==> config.mk <==
export PLATFORM = sky130hd
export DESIGN_NAME = ws2811_transmitter
export DESIGN_NICKNAME = d
export VERILOG_FILES = /design/src/rtl/ws2811_pkg.sv /design/src/rtl/ws2811_bit_timer.sv /design/src/rtl/ws2811_transmitter.sv
export SDC_FILE = /design/constraint.sdc
export NUM_CORES = 1
export LEC_CHECK = 0
export ABC_AREA = 0
export CAP_MARGIN = 20
export CORE_AREA = 2 2 78 110
export CTS_CLUSTER_SIZE = 12
export DETAILED_ROUTE_END_ITERATION = 10
export DIE_AREA = 0 0 80 112
export SLEW_MARGIN = 20
export SYNTH_ARGS = -nofsm -noshare
export SYNTH_HDL_FRONTEND = slang
export SYNTH_SLANG_ARGS = --single-unit
==> constraint.sdc <==
create_clock -name clk -period 2.95 [get_ports clk]
set_input_delay 0.4425 -clock clk [delete_from_list [all_inputs] [get_ports clk]]
set_output_delay 0.4425 -clock clk [all_outputs]
set_load 0.01 [all_outputs]
==> src/rtl/ws2811_pkg.sv <==
// Shared types and default timing for the WS2811 serial line driver.
package ws2811_pkg;

  typedef enum logic [1:0] {IDLE, FETCH, SEND, LATCH} state_t;

  localparam int BITS_PER_LED = 24;
  localparam int FETCH_CYCLES = 2;

  // Defaults for a 12 MHz system clock.
  localparam int DEF_NUM_LEDS = 49;
  localparam int DEF_TBIT     = 15;   // 1.25 us bit period
  localparam int DEF_T0H      = 4;    // high time of a 0 bit
  localparam int DEF_T1H      = 8;    // high time of a 1 bit
  localparam int DEF_TRESET   = 600;  // 50 us latch interval

endpackage

==> src/rtl/ws2811_bit_timer.sv <==
// One WS2811 bit period: a registered high/low pulse plus an end-of-bit flag.
// A start on the last cycle of a bit chains the next bit with no gap.
module ws2811_bit_timer
  import ws2811_pkg::*;
#(
  parameter int TBIT = DEF_TBIT,
  parameter int T0H  = DEF_T0H,
  parameter int T1H  = DEF_T1H
) (
  input  logic clk,
  input  logic rst,
  input  logic start,
  input  logic data_bit,
  output logic pulse,
  output logic last
);

  localparam int TW = $clog2(TBIT);
  localparam logic [TW-1:0] T_LAST = TW'(TBIT - 1);

  logic [TW-1:0] t;
  logic          active;
  logic          bit_q;

  function automatic int high_len(input logic b);
    return b ? T1H : T0H;
  endfunction

  // Bit timer: pulse is the waveform value for the current t, so it is high on t = 0.
  always_ff @(posedge clk) begin
    if (rst) begin
      active <= 1'b0;
      pulse  <= 1'b0;
      bit_q  <= 1'b0;
      t      <= '0;
    end else if (start) begin
      active <= 1'b1;
      pulse  <= 1'b1;
      bit_q  <= data_bit;
      t      <= '0;
    end else if (active) begin
      if (t == T_LAST) begin
        active <= 1'b0;
        pulse  <= 1'b0;
        t      <= '0;
      end else begin
        t     <= t + 1'b1;
        pulse <= (int'(t) + 1 < high_len(bit_q));
      end
    end
  end

  assign last = active && (t == T_LAST);

endmodule

==> src/rtl/ws2811_transmitter.sv <==
// WS2811 frame sequencer: fetches each LED colour by index, streams it as
// 24 GRB bits MSB first, then holds the line low for the latch interval.
module ws2811_transmitter
  import ws2811_pkg::*;
#(
  parameter int NUM_LEDS = DEF_NUM_LEDS,
  parameter int TBIT     = DEF_TBIT,
  parameter int T0H      = DEF_T0H,
  parameter int T1H      = DEF_T1H,
  parameter int TRESET   = DEF_TRESET
) (
  input  logic       clk,
  input  logic       rst,
  input  logic       enable,
  input  logic [7:0] red,
  input  logic [7:0] green,
  input  logic [7:0] blue,
  output logic [7:0] ledindex,
  output logic       dout,
  output logic       busy,
  output logic       frame_done
);

  localparam int RW = (TRESET > 1) ? $clog2(TRESET) : 1;
  localparam logic [7:0]    LAST_LED = 8'(NUM_LEDS - 1);
  localparam logic [4:0]    LAST_BIT = 5'(BITS_PER_LED - 1);
  localparam logic [1:0]    LAST_FET = 2'(FETCH_CYCLES - 1);
  localparam logic [RW-1:0] RST_LAST = RW'(TRESET - 1);
  localparam logic [RW-1:0] RST_PRE  = RW'(TRESET - 2);

  state_t        state;
  logic          enable_q;
  logic [1:0]    fetch_cnt;
  logic [4:0]    bit_cnt;
  logic [7:0]    led_cnt;
  logic [RW-1:0] rst_cnt;
  logic          prefetch;
  logic [23:0]   shift;

  logic pulse, last, start, data_bit;
  logic load_first, bit_end, led_end, frame_end;

  // Event decode shared by the FSM, the shift register and the bit timer.
  always_comb begin
    load_first = (state == FETCH) && (fetch_cnt == LAST_FET);
    bit_end    = (state == SEND) && last;
    led_end    = bit_end && (bit_cnt == LAST_BIT);
    frame_end  = led_end && (led_cnt == LAST_LED);
    start      = load_first || (bit_end && !frame_end);
    // On a colour load the MSB goes straight to the timer; otherwise the
    // shift register head is the next bit to send.
    data_bit   = (load_first || led_end) ? green[7] : shift[23];
  end

  // Frame FSM with LED/bit/latch counters and registered status outputs.
  always_ff @(posedge clk) begin
    if (rst) begin
      state      <= IDLE;
      enable_q   <= 1'b0;
      fetch_cnt  <= '0;
      bit_cnt    <= '0;
      led_cnt    <= '0;
      rst_cnt    <= '0;
      prefetch   <= 1'b0;
      ledindex   <= '0;
      busy       <= 1'b0;
      frame_done <= 1'b0;
    end else begin
      enable_q   <= enable;
      frame_done <= 1'b0;
      case (state)
        IDLE: begin
          if (enable_q) begin
            state     <= FETCH;
            busy      <= 1'b1;
            fetch_cnt <= '0;
            ledindex  <= '0;
          end
        end
        FETCH: begin
          fetch_cnt <= fetch_cnt + 2'd1;
          if (load_first) begin
            state    <= SEND;
            bit_cnt  <= '0;
            led_cnt  <= '0;
            prefetch <= 1'b1;
          end
        end
        SEND: begin
          // Advance the index one cycle into each LED so the controller's
          // registered colour is settled long before the next load.
          if (prefetch) begin
            prefetch <= 1'b0;
            if (led_cnt != LAST_LED) ledindex <= led_cnt + 8'd1;
          end
          if (led_end) begin
            bit_cnt <= '0;
            if (frame_end) begin
              state      <= LATCH;
              ledindex   <= '0;
              rst_cnt    <= '0;
              frame_done <= (TRESET == 1);
            end else begin
              led_cnt  <= led_cnt + 8'd1;
              prefetch <= 1'b1;
            end
          end else if (bit_end) begin
            bit_cnt <= bit_cnt + 5'd1;
          end
        end
        LATCH: begin
          if (rst_cnt == RST_LAST) begin
            state     <= enable ? FETCH : IDLE;
            busy      <= enable;
            fetch_cnt <= '0;
          end else begin
            rst_cnt    <= rst_cnt + 1'b1;
            frame_done <= (rst_cnt == RST_PRE);
          end
        end
        default: state <= IDLE;
      endcase
    end
  end

  // Colour shift register: holds the bits not yet handed to the bit timer.
  always_ff @(posedge clk) begin
    if (load_first || (led_end && !frame_end)) shift <= {green[6:0], red, blue, 1'b0};
    else if (bit_end)                          shift <= {shift[22:0], 1'b0};
  end

  ws2811_bit_timer #(
    .TBIT (TBIT),
    .T0H  (T0H),
    .T1H  (T1H)
  ) u_bit_timer (
    .clk      (clk),
    .rst      (rst),
    .start    (start),
    .data_bit (data_bit),
    .pulse    (pulse),
    .last     (last)
  );

  assign dout = pulse;

endmodule

==> flow_summary_export.csv, run 1 <==
group,metric,value,unit
worst_setup_path,critPathLaunchType,"flip-flop",
pwr,powerDensity,605,nW/um^2
cells_and_area,fillCellCount,751,
clock_tree,cts.sinks,69,
grt,grt_pass1_wl,12700,um
clock_tree,path_clk_slew,50,ps
place,globalplace.congestion,0.776,
synthesis,synthArstFlopShare,0,
worst_setup_path,worstPathArrival,2620,ps
synthesis,netlist_instances,355,
synthesis,synth.area.top_cells,"dfxtp_1 (26%), edfxtp_1 (20%), mux2_2 (7.4%), ha_1 (3.9%), nor2_1 (3.4%)",
floorplan,start_util,0.439,
clock_tree,cts_tree,"built",
worst_setup_path,reg2reg_depth,7,
clock_tree,cts_setup_buffers,0,
grt,grt_start_max_net_pins,24,
floorplan,pin_count,38,
synthesis,synth_top_area_frac,0.262,
grt,gr-usage-met3,0.0357,
worst_setup_path,crit_fanout,23,
synthesis,synth-edff-count,23,
detailed_routing,drt_wl_total,7530,um
worst_setup_path,reg2reg_slack,420,ps
run_status,status,"finished clean",
grt,grt.busiest_layer,"met2",
sta,whs,488,ps
clock_tree,clk_path_buf_depth,2,
synthesis,syn_area_per_cell,9.89,sq um
clock_tree,holdBufCountCts,0,
grt,antenna_found_initial,0,
grt,met2_usage,0.311,
floorplan,die_x,80,um
cells_and_area,drive_gt1_frac,0.144,
worst_setup_path,r2r-end,"shift[23]",
sta,tightest_slew,670,ps
sta,clock_skew,4.78,ps
worst_setup_path,cp-startpoint,"bit_cnt[0]",
floorplan,std_cell_rows,39,
sta,slew_viol_final,0,
detailed_routing,dr.pass1.iters,6,
sta,setup_viol,0,
synthesis,synth_nets,393,
synthesis,syn_area,3510,sq um
worst_setup_path,endpoint_kind,"flip-flop",
grt,track_usage,0.183,
synthesis,synthFlopType,"dfxtp_1",
worst_setup_path,setup.worst_path.class,"reg2reg",
sta,hold_viol,0,
clock_tree,cts_buffers,9,
detailed_routing,detail_route.wl_per_cell,15.1,um
floorplan,die_height,112,um
sta,min_period_over_period,0.859,
sta,rsz0062_at_grt,"false",
worst_setup_path,worstSetupEndpoint,"shift[23]",
sta,setup_tns,0,ps
flow_run,max_cap_viol_count,0,
sta,layout_min_cycle_time,2530,ps
clock_tree,htree_levels,3,
synthesis,ys_ff_latch,69,
detailed_routing,ant_nets,0,
cells_and_area,final_nets,429,
floorplan,dieArea,8960,sq um
place,dp_hpwl,5330,um
clock_tree,clock_latency,340,ps
worst_setup_path,rr_startpoint,"bit_cnt[0]",
synthesis,synth_warnings,0,
worst_setup_path,crit_required,3030,ps
sta,fmax,0.395,GHz
detailed_routing,dr_total_vias,2775,
sta,relSlewSlack,0.551,
floorplan,coreArea,8000,sq um
pwr,power_leakage,1.44,nW
place,portBuffers,37,
detailed_routing,viasPerCell,5.57,
cells_and_area,n_antenna_cell,0,
clock_tree,cts-resized-gates,0,
detailed_routing,drc,0,
grt,grt_pass1_vias,2703,
grt,grt.overflow.total,0,
worst_hold_path,min_path_type,"reg2reg",
clock_tree,cts_root_buf,"clkbuf_16",
synthesis,synth_largest_area_cell,"dfxtp_1",
pwr,vdd_ir_drop_max,0.000384,V
cells_and_area,area_growth,21.1,%
synthesis,ys_seq_area_frac,0.459,
detailed_routing,drtIter0Drc,127,
synthesis,synth.distinct_cells,57,
grt,grtUsageMet1,0.219,
state kept, by name, indices dropped and copies added, names as in the netlist:
signal,cells
u_bit_timer.active,1
fetch_cnt,2
shift,23
bit_cnt,5
prefetch,1
rst_cnt,10
u_bit_timer.pulse,1
ledindex,8
state,2
enable_q,1
u_bit_timer.t,4
led_cnt,8
u_bit_timer.bit_q,1
busy,1
frame_done,1
where the power goes:
group	internal [mW]	leakage (nW)	switching [mW]	total, mW
clock	0.643	0.135	0.393	1.04
sequential	1.03	0.579	0.0262	1.06
combinational	0.198	0.723	0.277	0.475
total	1.87	1.44	0.696	2.57
Yosys cell counts (all sizes together), types with 2 or more instances:
cell    instances
dfxtp          46
nor4bb          2
ha             11
nand4b          5
a211oi         11
nand2          22
or3             7
mux2i           4
nor4            2
edfxtp         23
a41oi           2
nand4           5
o21ai          17
nand2b          2
o31ai           3
nor2b           5
a21oi          21
clkbuf         13
xnor2           7
o41ai           4
a311oi          5
xor2            6
a21o            2
nor3           14
a31o            2
or2             3
and3            5
a22oi           2
inv            17
mux2           23
buf             5
nor2           33
nand3          15
per-stage QoR:
step           instances   util  power (mW)  setup slack (ps)  cell area, sq um
6_report             498  0.531        2.57               416              4250
2_1_floorplan        355      -        1.39               632              3510
5_1_grt              498  0.531        2.68               223              4250
3_5_place_dp         482  0.496        1.55               418              3970
3_3_place_gp         482  0.496        1.55               503              3970
4_1_cts              498  0.531        2.59               411              4250
placed cells by master (no fill, tap or decap), types with 3 or more instances in the layout:
master | netlist | routed
xor2_1 | 6 | 6
nor2b_1 | 5 | 5
nand3_1 | 15 | 15
edfxtp_1 | 23 | 23
o41ai_1 | 3 | 3
dfxtp_1 | 46 | 46
buf_4 | 1 | 6
nand4b_1 | 4 | 4
ha_1 | 11 | 11
a311oi_1 | 5 | 5
clkdlybuf4s50_1 | 0 | 37
clkinv_1 | 0 | 3
clkbuf_16 | 0 | 9
xnor2_1 | 7 | 7
a21oi_1 | 20 | 20
nor3_1 | 13 | 13
nand2_1 | 22 | 22
and3_1 | 3 | 3
mux2i_1 | 4 | 4
or3_1 | 6 | 6
nor2_1 | 32 | 32
o21ai_0 | 16 | 16
a211oi_1 | 11 | 11
inv_1 | 17 | 17
nand4_1 | 5 | 5
mux2_2 | 23 | 23
cells by family (layout without fill, tap and decap cells):
logic type,Yosys count,after routing,synth area share
adder cells (fa/ha/maj),11,11,0.0392
AO/OA/AOI/OAI,77,77,0.157
buffers and inverters,35,76,0.0421
AND/OR/NAND/NOR,123,123,0.185
XOR/XNOR,13,13,0.0324
flip-flops,69,69,0.459
multiplexers,27,27,0.0852
worst min-delay path by stage:
stage,endpoint,cells after the start,startpoint,slack [ps]
global route,u_bit_timer.pulse,2,u_bit_timer.pulse,520
finish,u_bit_timer.pulse,2,u_bit_timer.pulse,490
CTS,led_cnt[1],2,led_cnt[1],490
floorplan,led_cnt[1],2,led_cnt[1],460
global placement,fetch_cnt[1],2,fetch_cnt[1],470
detailed placement,led_cnt[1],2,led_cnt[1],480
critical path: stages, from the launching register on:
cell	delay, ps
dfxtp_1	360
ha_1	220
nand4b_1	280
or3_1	600
nor2_2	230
a21oi_2	40
buf_4	220
mux2_2	300
metal layers:
layer | part of all wire | vias to the layer above
li1 | - | 1382
met3 | 0.029 | 13
met4 | 0.022 | 0
met1 | 0.43 | 1336
met5 | 0 | -
met2 | 0.52 | 44
final cells by class:
type	count	area [sq um]	share of cell area
Timing Repair Buffer	43	415	0.0977
Sequential cell	69	1610	0.379
Tap cell	102	128	0.0300
Clock inverter	6	53.8	0.0127
Inverter	17	63.8	0.0150
Multi-Input combinational cell	251	1750	0.412
Clock buffer	10	229	0.0539
(Power assumes the default switching activity.)
==> run 2: changes to the inputs <==
--- a/config.mk
+++ b/config.mk
@@ -7,10 +7,11 @@
 export LEC_CHECK = 0
 export ABC_AREA = 0
 export CAP_MARGIN = 20
-export CORE_AREA = 2 2 78 110
+export CORE_AREA = 2 2 70 99
 export CTS_CLUSTER_SIZE = 12
 export DETAILED_ROUTE_END_ITERATION = 10
-export DIE_AREA = 0 0 80 112
+export DIE_AREA = 0 0 72 101
+export PLACE_DENSITY = 0.78
 export SLEW_MARGIN = 20
 export SYNTH_ARGS = -nofsm -noshare
 export SYNTH_HDL_FRONTEND = slang
==> constraint.sdc (replaced) <==
create_clock -name clk -period 2.95 [get_ports clk]
set_input_delay 0.59 -clock clk [delete_from_list [all_inputs] [get_ports clk]]
set_output_delay 0.59 -clock clk [all_outputs]
set_load 0.01 [all_outputs]
==> flow_summary_export.csv, run 2 (same netlist as run 1, synthesis figures left out) <==
group,metric,value,unit
floorplan,die_height,101,um
floorplan,pin_count,38,
worst_setup_path,worstPathArrival,2510,ps
sta,min_period_over_period,0.819,
detailed_routing,dr.pass1.iters,5,
cells_and_area,area_growth,17.7,%
floorplan,start_util,0.545,
worst_hold_path,hold_start,"u_bit_timer.pulse",
grt,grt_pass1_vias,2808,
clock_tree,cts_setup_buffers,0,
sta,clock_skew,9.68,ps
flow_run,max_cap_viol_count,0,
grt,grt_start_max_net_pins,30,
worst_hold_path,min_path_type,"reg2reg",
worst_setup_path,rr_startpoint,"led_cnt[3]",
worst_setup_path,crit_fanout,23,
clock_tree,cts_buffers,9,
detailed_routing,ant_nets,0,
grt,grt.overflow.total,0,
worst_setup_path,r2r-end,"shift[12]",
floorplan,std_cell_rows,35,
detailed_routing,drt_wl_total,7510,um
pwr,vdd_ir_drop_max,0.000420,V
cells_and_area,layout_commonest_cell,"dfxtp_1",
clock_tree,clk_path_buf_depth,2,
clock_tree,htree_levels,3,
clock_tree,cts-resized-gates,0,
cells_and_area,utilization,0.642,
clock_tree,cts_tree,"built",
place,globalplace.congestion,0.885,
worst_setup_path,critPathLaunchType,"flip-flop",
sta,hold_viol,0,
grt,antenna_found_initial,0,
sta,slew_viol_final,0,
sta,layout_min_cycle_time,2420,ps
sta,whs,495,ps
worst_setup_path,cp_slowest_cell,"a21oi_4",
place,portBuffers,37,
worst_setup_path,setup.worst_path.class,"reg2reg",
worst_setup_path,slowest_delay,570,ps
detailed_routing,drtIter0Drc,134,
clock_tree,clock_latency,350,ps
floorplan,die_x,72,um
cells_and_area,final_nets,430,
detailed_routing,dr_total_vias,2795,
worst_hold_path,min_to,"u_bit_timer.pulse",
worst_hold_path,whs_path_depth,2,
worst_setup_path,worstPathCellList,"or3_4 -> nor2_1 -> nor2_2 -> a21oi_4 -> mux2_2",
sta,setup_tns,0,ps
cells_and_area,fillCellCount,540,
cells_and_area,final_cell_mix,"dfxtp_1 (46), clkdlybuf4s50_1 (37), nor2_1 (32)",
cells_and_area,drive_gt1_frac,0.146,
worst_setup_path,reg2reg_slack,530,ps
sta,fmax,0.414,GHz
pwr,powerDensity,548,nW/um^2
floorplan,dieArea,7270,sq um
worst_setup_path,cp_top_family,"simple AND/OR/NAND/NOR gates",
cells_and_area,regMostFlops,"shift",
clock_tree,holdBufCountCts,0,
place,dp_hpwl,5280,um
run_status,status,"finished clean",
cells_and_area,top_regs,"shift x23, rst_cnt x10",
clock_tree,cts.sinks,69,
detailed_routing,drc,0,
floorplan,coreArea,6440,sq um
sta,relSlewSlack,0.524,
worst_setup_path,reg2reg_depth,5,
worst_setup_path,cp_num_buf_inv,0,
clock_tree,path_clk_slew,80,ps
grt,grt_pass1_wl,12800,um
detailed_routing,detail_route.wl_per_cell,15.9,um
sta,tightest_slew,712,ps
grt,track_usage,0.226,
detailed_routing,viasPerCell,5.93,
cells_and_area,largest_reg_flops,23,
clock_tree,cts_root_buf,"clkbuf_8",
pwr,power_leakage,1.40,nW
sta,setup_viol,0,
sta,rsz0062_at_grt,"false",
worst_setup_path,endpoint_kind,"flip-flop",
cells_and_area,n_antenna_cell,0,
worst_setup_path,crit_required,3040,ps
==> run 2: cell count changes in the layout (fill, tap and decap cells not counted), sizes merged <==
cell / delta
buf: +1
==> run 2: layer usage <==
layer | GRT usage | part of all wire | up-vias
met5 | 0 | 0 | -
li1 | - | - | 1372
met2 | 0.393 | 0.53 | 67
met4 | 0.119 | 0.037 | 0
met1 | 0.256 | 0.40 | 1327
met3 | 0.0470 | 0.035 | 29
==> run 2: worst min-delay path: stages (launching register included) <==
cell     delay [ps]
dfxtp_1         320
nand2_1          50
a31oi_1          70
==> run 2: worst max-delay path by stage <==
stage / from / endpoint / depth (start not counted)
2_1_floorplan: state[0] / shift[16] / 10
3_3_place_gp: led_cnt[2] / shift[23] / 5
3_5_place_dp: led_cnt[2] / shift[4] / 5
4_1_cts: led_cnt[3] / shift[12] / 5
5_1_grt: led_cnt[0] / shift[12] / 7
6_report: led_cnt[3] / shift[12] / 5
==> run 2: where the power goes <==
part	switching [mW]	leakage, nW	total (mW)	internal (mW)
Combinational	0.271	0.730	0.469	0.197
Sequential	0.0292	0.579	1.06	1.03
Clock	0.354	0.0888	0.735	0.381
Total	0.654	1.40	2.26	1.61
==> run 2: final cells by class <==
class	count	area, sq um	area share
multi-input cells	251	1760	0.426
flip-flops and latches	69	1610	0.390
repair buffers	44	423	0.102
clock buffers	10	128	0.0309
well taps	74	92.6	0.0224
inverters	17	63.8	0.0154
clock inverters	6	53.8	0.0130
==> run 2: metrics by stage <==
step	instances	area (sq um)	setup WS (ps)	total power, mW
floorplan	355	3510	632	1.39
global placement	455	3940	331	1.53
detailed placement	455	3950	555	1.55
CTS	471	4130	527	2.27
global route	471	4130	345	2.37
finish	471	4130	534	2.26
==> run 3: changes to the inputs <==
--- a/config.mk
+++ b/config.mk
@@ -7,11 +7,11 @@
 export LEC_CHECK = 0
 export ABC_AREA = 0
 export CAP_MARGIN = 20
-export CORE_AREA = 2 2 70 99
+export CORE_AREA = 2 2 74 104
 export CTS_CLUSTER_SIZE = 12
 export DETAILED_ROUTE_END_ITERATION = 10
-export DIE_AREA = 0 0 72 101
-export PLACE_DENSITY = 0.78
+export DIE_AREA = 0 0 76 106
+export PLACE_DENSITY = 0.74
 export SLEW_MARGIN = 20
 export SYNTH_ARGS = -nofsm -noshare
 export SYNTH_HDL_FRONTEND = slang
==> constraint.sdc (replaced) <==
create_clock -name clk -period 2.1 [get_ports clk]
set_input_delay 0.42 -clock clk [delete_from_list [all_inputs] [get_ports clk]]
set_output_delay 0.42 -clock clk [all_outputs]
set_load 0.01 [all_outputs]
==> flow_summary_export.csv, run 3 (same netlist as run 1, synthesis figures left out) <==
group,metric,value,unit
cells_and_area,final_cell_mix,"buf_4 (47), dfxtp_1 (43), clkdlybuf4s50_1 (37)",
worst_setup_path,r2r-end,"rst_cnt[9]",
sta,relSlewSlack,0.629,
cells_and_area,regMostFlops,"shift",
sta,fmax,0.479,GHz
sta,setup_viol,0,
worst_setup_path,worstPathArrival,2350,ps
floorplan,pin_count,38,
place,dp_hpwl,5640,um
detailed_routing,ant_nets,0,
sta,whs,499,ps
pwr,power_leakage,1.70,nW
cells_and_area,layout_commonest_cell,"buf_4",
pwr,vdd_ir_drop_max,0.000619,V
pwr,powerDensity,784,nW/um^2
grt,grt.overflow.total,0,
detailed_routing,viasPerCell,5.53,
clock_tree,cts_tree,"built",
grt,track_usage,0.204,
cells_and_area,area_growth,33.5,%
sta,layout_min_cycle_time,2090,ps
worst_setup_path,slowest_delay,430,ps
flow_run,max_cap_viol_count,0,
sta,slew_viol_final,0,
grt,grt_pass1_wl,13100,um
worst_setup_path,setup.worst_path.class,"reg2reg",
worst_setup_path,worstPathCellList,"ha_4 -> nand4b_1 -> or3_4 -> buf_12 -> o41ai_4 -> nor2_1 -> mux2_4",
worst_setup_path,cp_top_family,"simple AND/OR/NAND/NOR gates",
sta,rsz0062_at_grt,"true",
floorplan,dieArea,8060,sq um
worst_setup_path,rr_startpoint,"bit_cnt[0]",
worst_setup_path,cp_slowest_cell,"or3_4",
clock_tree,cts_buffers,9,
cells_and_area,final_nets,473,
worst_setup_path,cp-startpoint,"bit_cnt[0]",
detailed_routing,dr.pass1.iters,4,
clock_tree,path_clk_slew,90,ps
detailed_routing,dr_wl_met2,4310,um
pwr,p_total,3.67,mW
worst_setup_path,crit_fanout,5,
floorplan,coreArea,7180,sq um
sta,setup_tns,0,ps
detailed_routing,drt_wl_total,7950,um
worst_setup_path,cp_num_buf_inv,1,
sta,tightest_slew,552,ps
clock_tree,clk_path_buf_depth,2,
floorplan,std_cell_rows,37,
grt,antenna_found_initial,0,
run_status,status,"finished clean",
cells_and_area,top_regs,"shift x23, rst_cnt x10",
floorplan,start_util,0.489,
floorplan,die_x,76,um
detailed_routing,met1_length,3150,um
floorplan,die_height,106,um
sta,clock_skew,12.1,ps
worst_setup_path,critPathLaunchType,"flip-flop",
worst_setup_path,cp_num_cells,7,
sta,setup_slack,12.6,ps
sta,hold_viol,0,
place,globalplace.congestion,0.892,
detailed_routing,drtIter0Drc,158,
grt,grt_start_max_net_pins,24,
place,place_worst_setup_slack,-47.1,ps
clock_tree,holdBufCountCts,0,
detailed_routing,detail_route.wl_per_cell,14.8,um
cells_and_area,largest_reg_flops,23,
detailed_routing,dr_total_vias,2971,
worst_setup_path,worstSetupEndpoint,"rst_cnt[9]",
worst_setup_path,reg2reg_slack,10,ps
worst_setup_path,crit_required,2370,ps
detailed_routing,route.top_layer_used,"met4",
cells_and_area,n_antenna_cell,0,
detailed_routing,drc,0,
grt,grt_pass1_vias,2934,
cells_and_area,drive_gt1_frac,0.275,
sta,min_period_over_period,0.994,
place,portBuffers,37,
worst_hold_path,min_path_type,"reg2reg",
clock_tree,cts_root_buf,"clkbuf_8",
clock_tree,clock_latency,370,ps
clock_tree,cts.sinks,69,
clock_tree,htree_levels,3,
detailed_routing,dr_wl_met3,303,um
worst_setup_path,reg2reg_depth,7,
worst_setup_path,endpoint_kind,"flip-flop",
## run 3: changes by cell type in the layout (fill, tap and decap cells not counted), moves of 3 or more
cell      previous run  this run
buf_4                7        47
a211oi_1            11         7
a211oi_2             0         4
buf_12               0         3
clkinv_1             3         0
dfxtp_1             46        43
ha_1                11         8
## run 3: worst min-delay path by stage
stage | startpoint | to | slack [ps] | cells after the start
after global placement | fetch_cnt[1] | fetch_cnt[1] | 470 | 2
after floorplan | led_cnt[1] | led_cnt[1] | 460 | 2
after global routing | u_bit_timer.pulse | u_bit_timer.pulse | 510 | 2
after CTS | led_cnt[7] | led_cnt[7] | 500 | 2
final | u_bit_timer.pulse | u_bit_timer.pulse | 500 | 2
after detailed placement | led_cnt[7] | led_cnt[7] | 490 | 2
## run 3: power breakdown
group | total (mW) | internal (mW) | switching [mW]
combinational | 0.829 | 0.395 | 0.435
sequential | 1.49 | 1.45 | 0.0416
clock | 1.35 | 0.794 | 0.558
total | 3.67 | 2.64 | 1.03
## run 3: stage by stage
step                      cell area (sq um)  instances  utilization
after floorplan                        3560        355            -
after global placement                 4290        513        0.598
after detailed placement               4290        513        0.598
after CTS                              4540        529        0.633
after global routing                   4680        537        0.653
final                                  4680        537        0.653
## run 3: area by class of cell
| type | instances | area, sq um |
|---|---|---|
| tap | 97 | 121 |
| timing repair buffer | 87 | 783 |
| fill | 552 | 2490 |
| multi-input combinational | 251 | 1850 |
| clock inverter | 7 | 123 |
| inverter | 17 | 63.8 |
| sequential | 69 | 1620 |
| clock buffer | 9 | 124 |
## run 3: metal layers
layer	vias up	GRT usage
met5	-	0
met2	70	0.377
met1	1419	0.214
met3	15	0.0509
met4	0	0.101
li1	1467	-
## run 3: worst reg2reg max path, delay by kind of cell, from the launching register on
| family | cells | cell delay [ps] |
|---|---|---|
| buffers and inverters | 1 | 150 |
| AOI/OAI and AO/OA | 1 | 420 |
| DFF | 1 | 380 |
| muxes | 1 | 260 |
| adders and majority gates | 1 | 140 |
| and+or+nand+nor | 3 | 640 |
## run 3: what timing repair did
item	CTS	global route
setup buffers	0	9
pin swaps	0	4
endpoints found under the setup margin	2	49
resized for setup	1	20
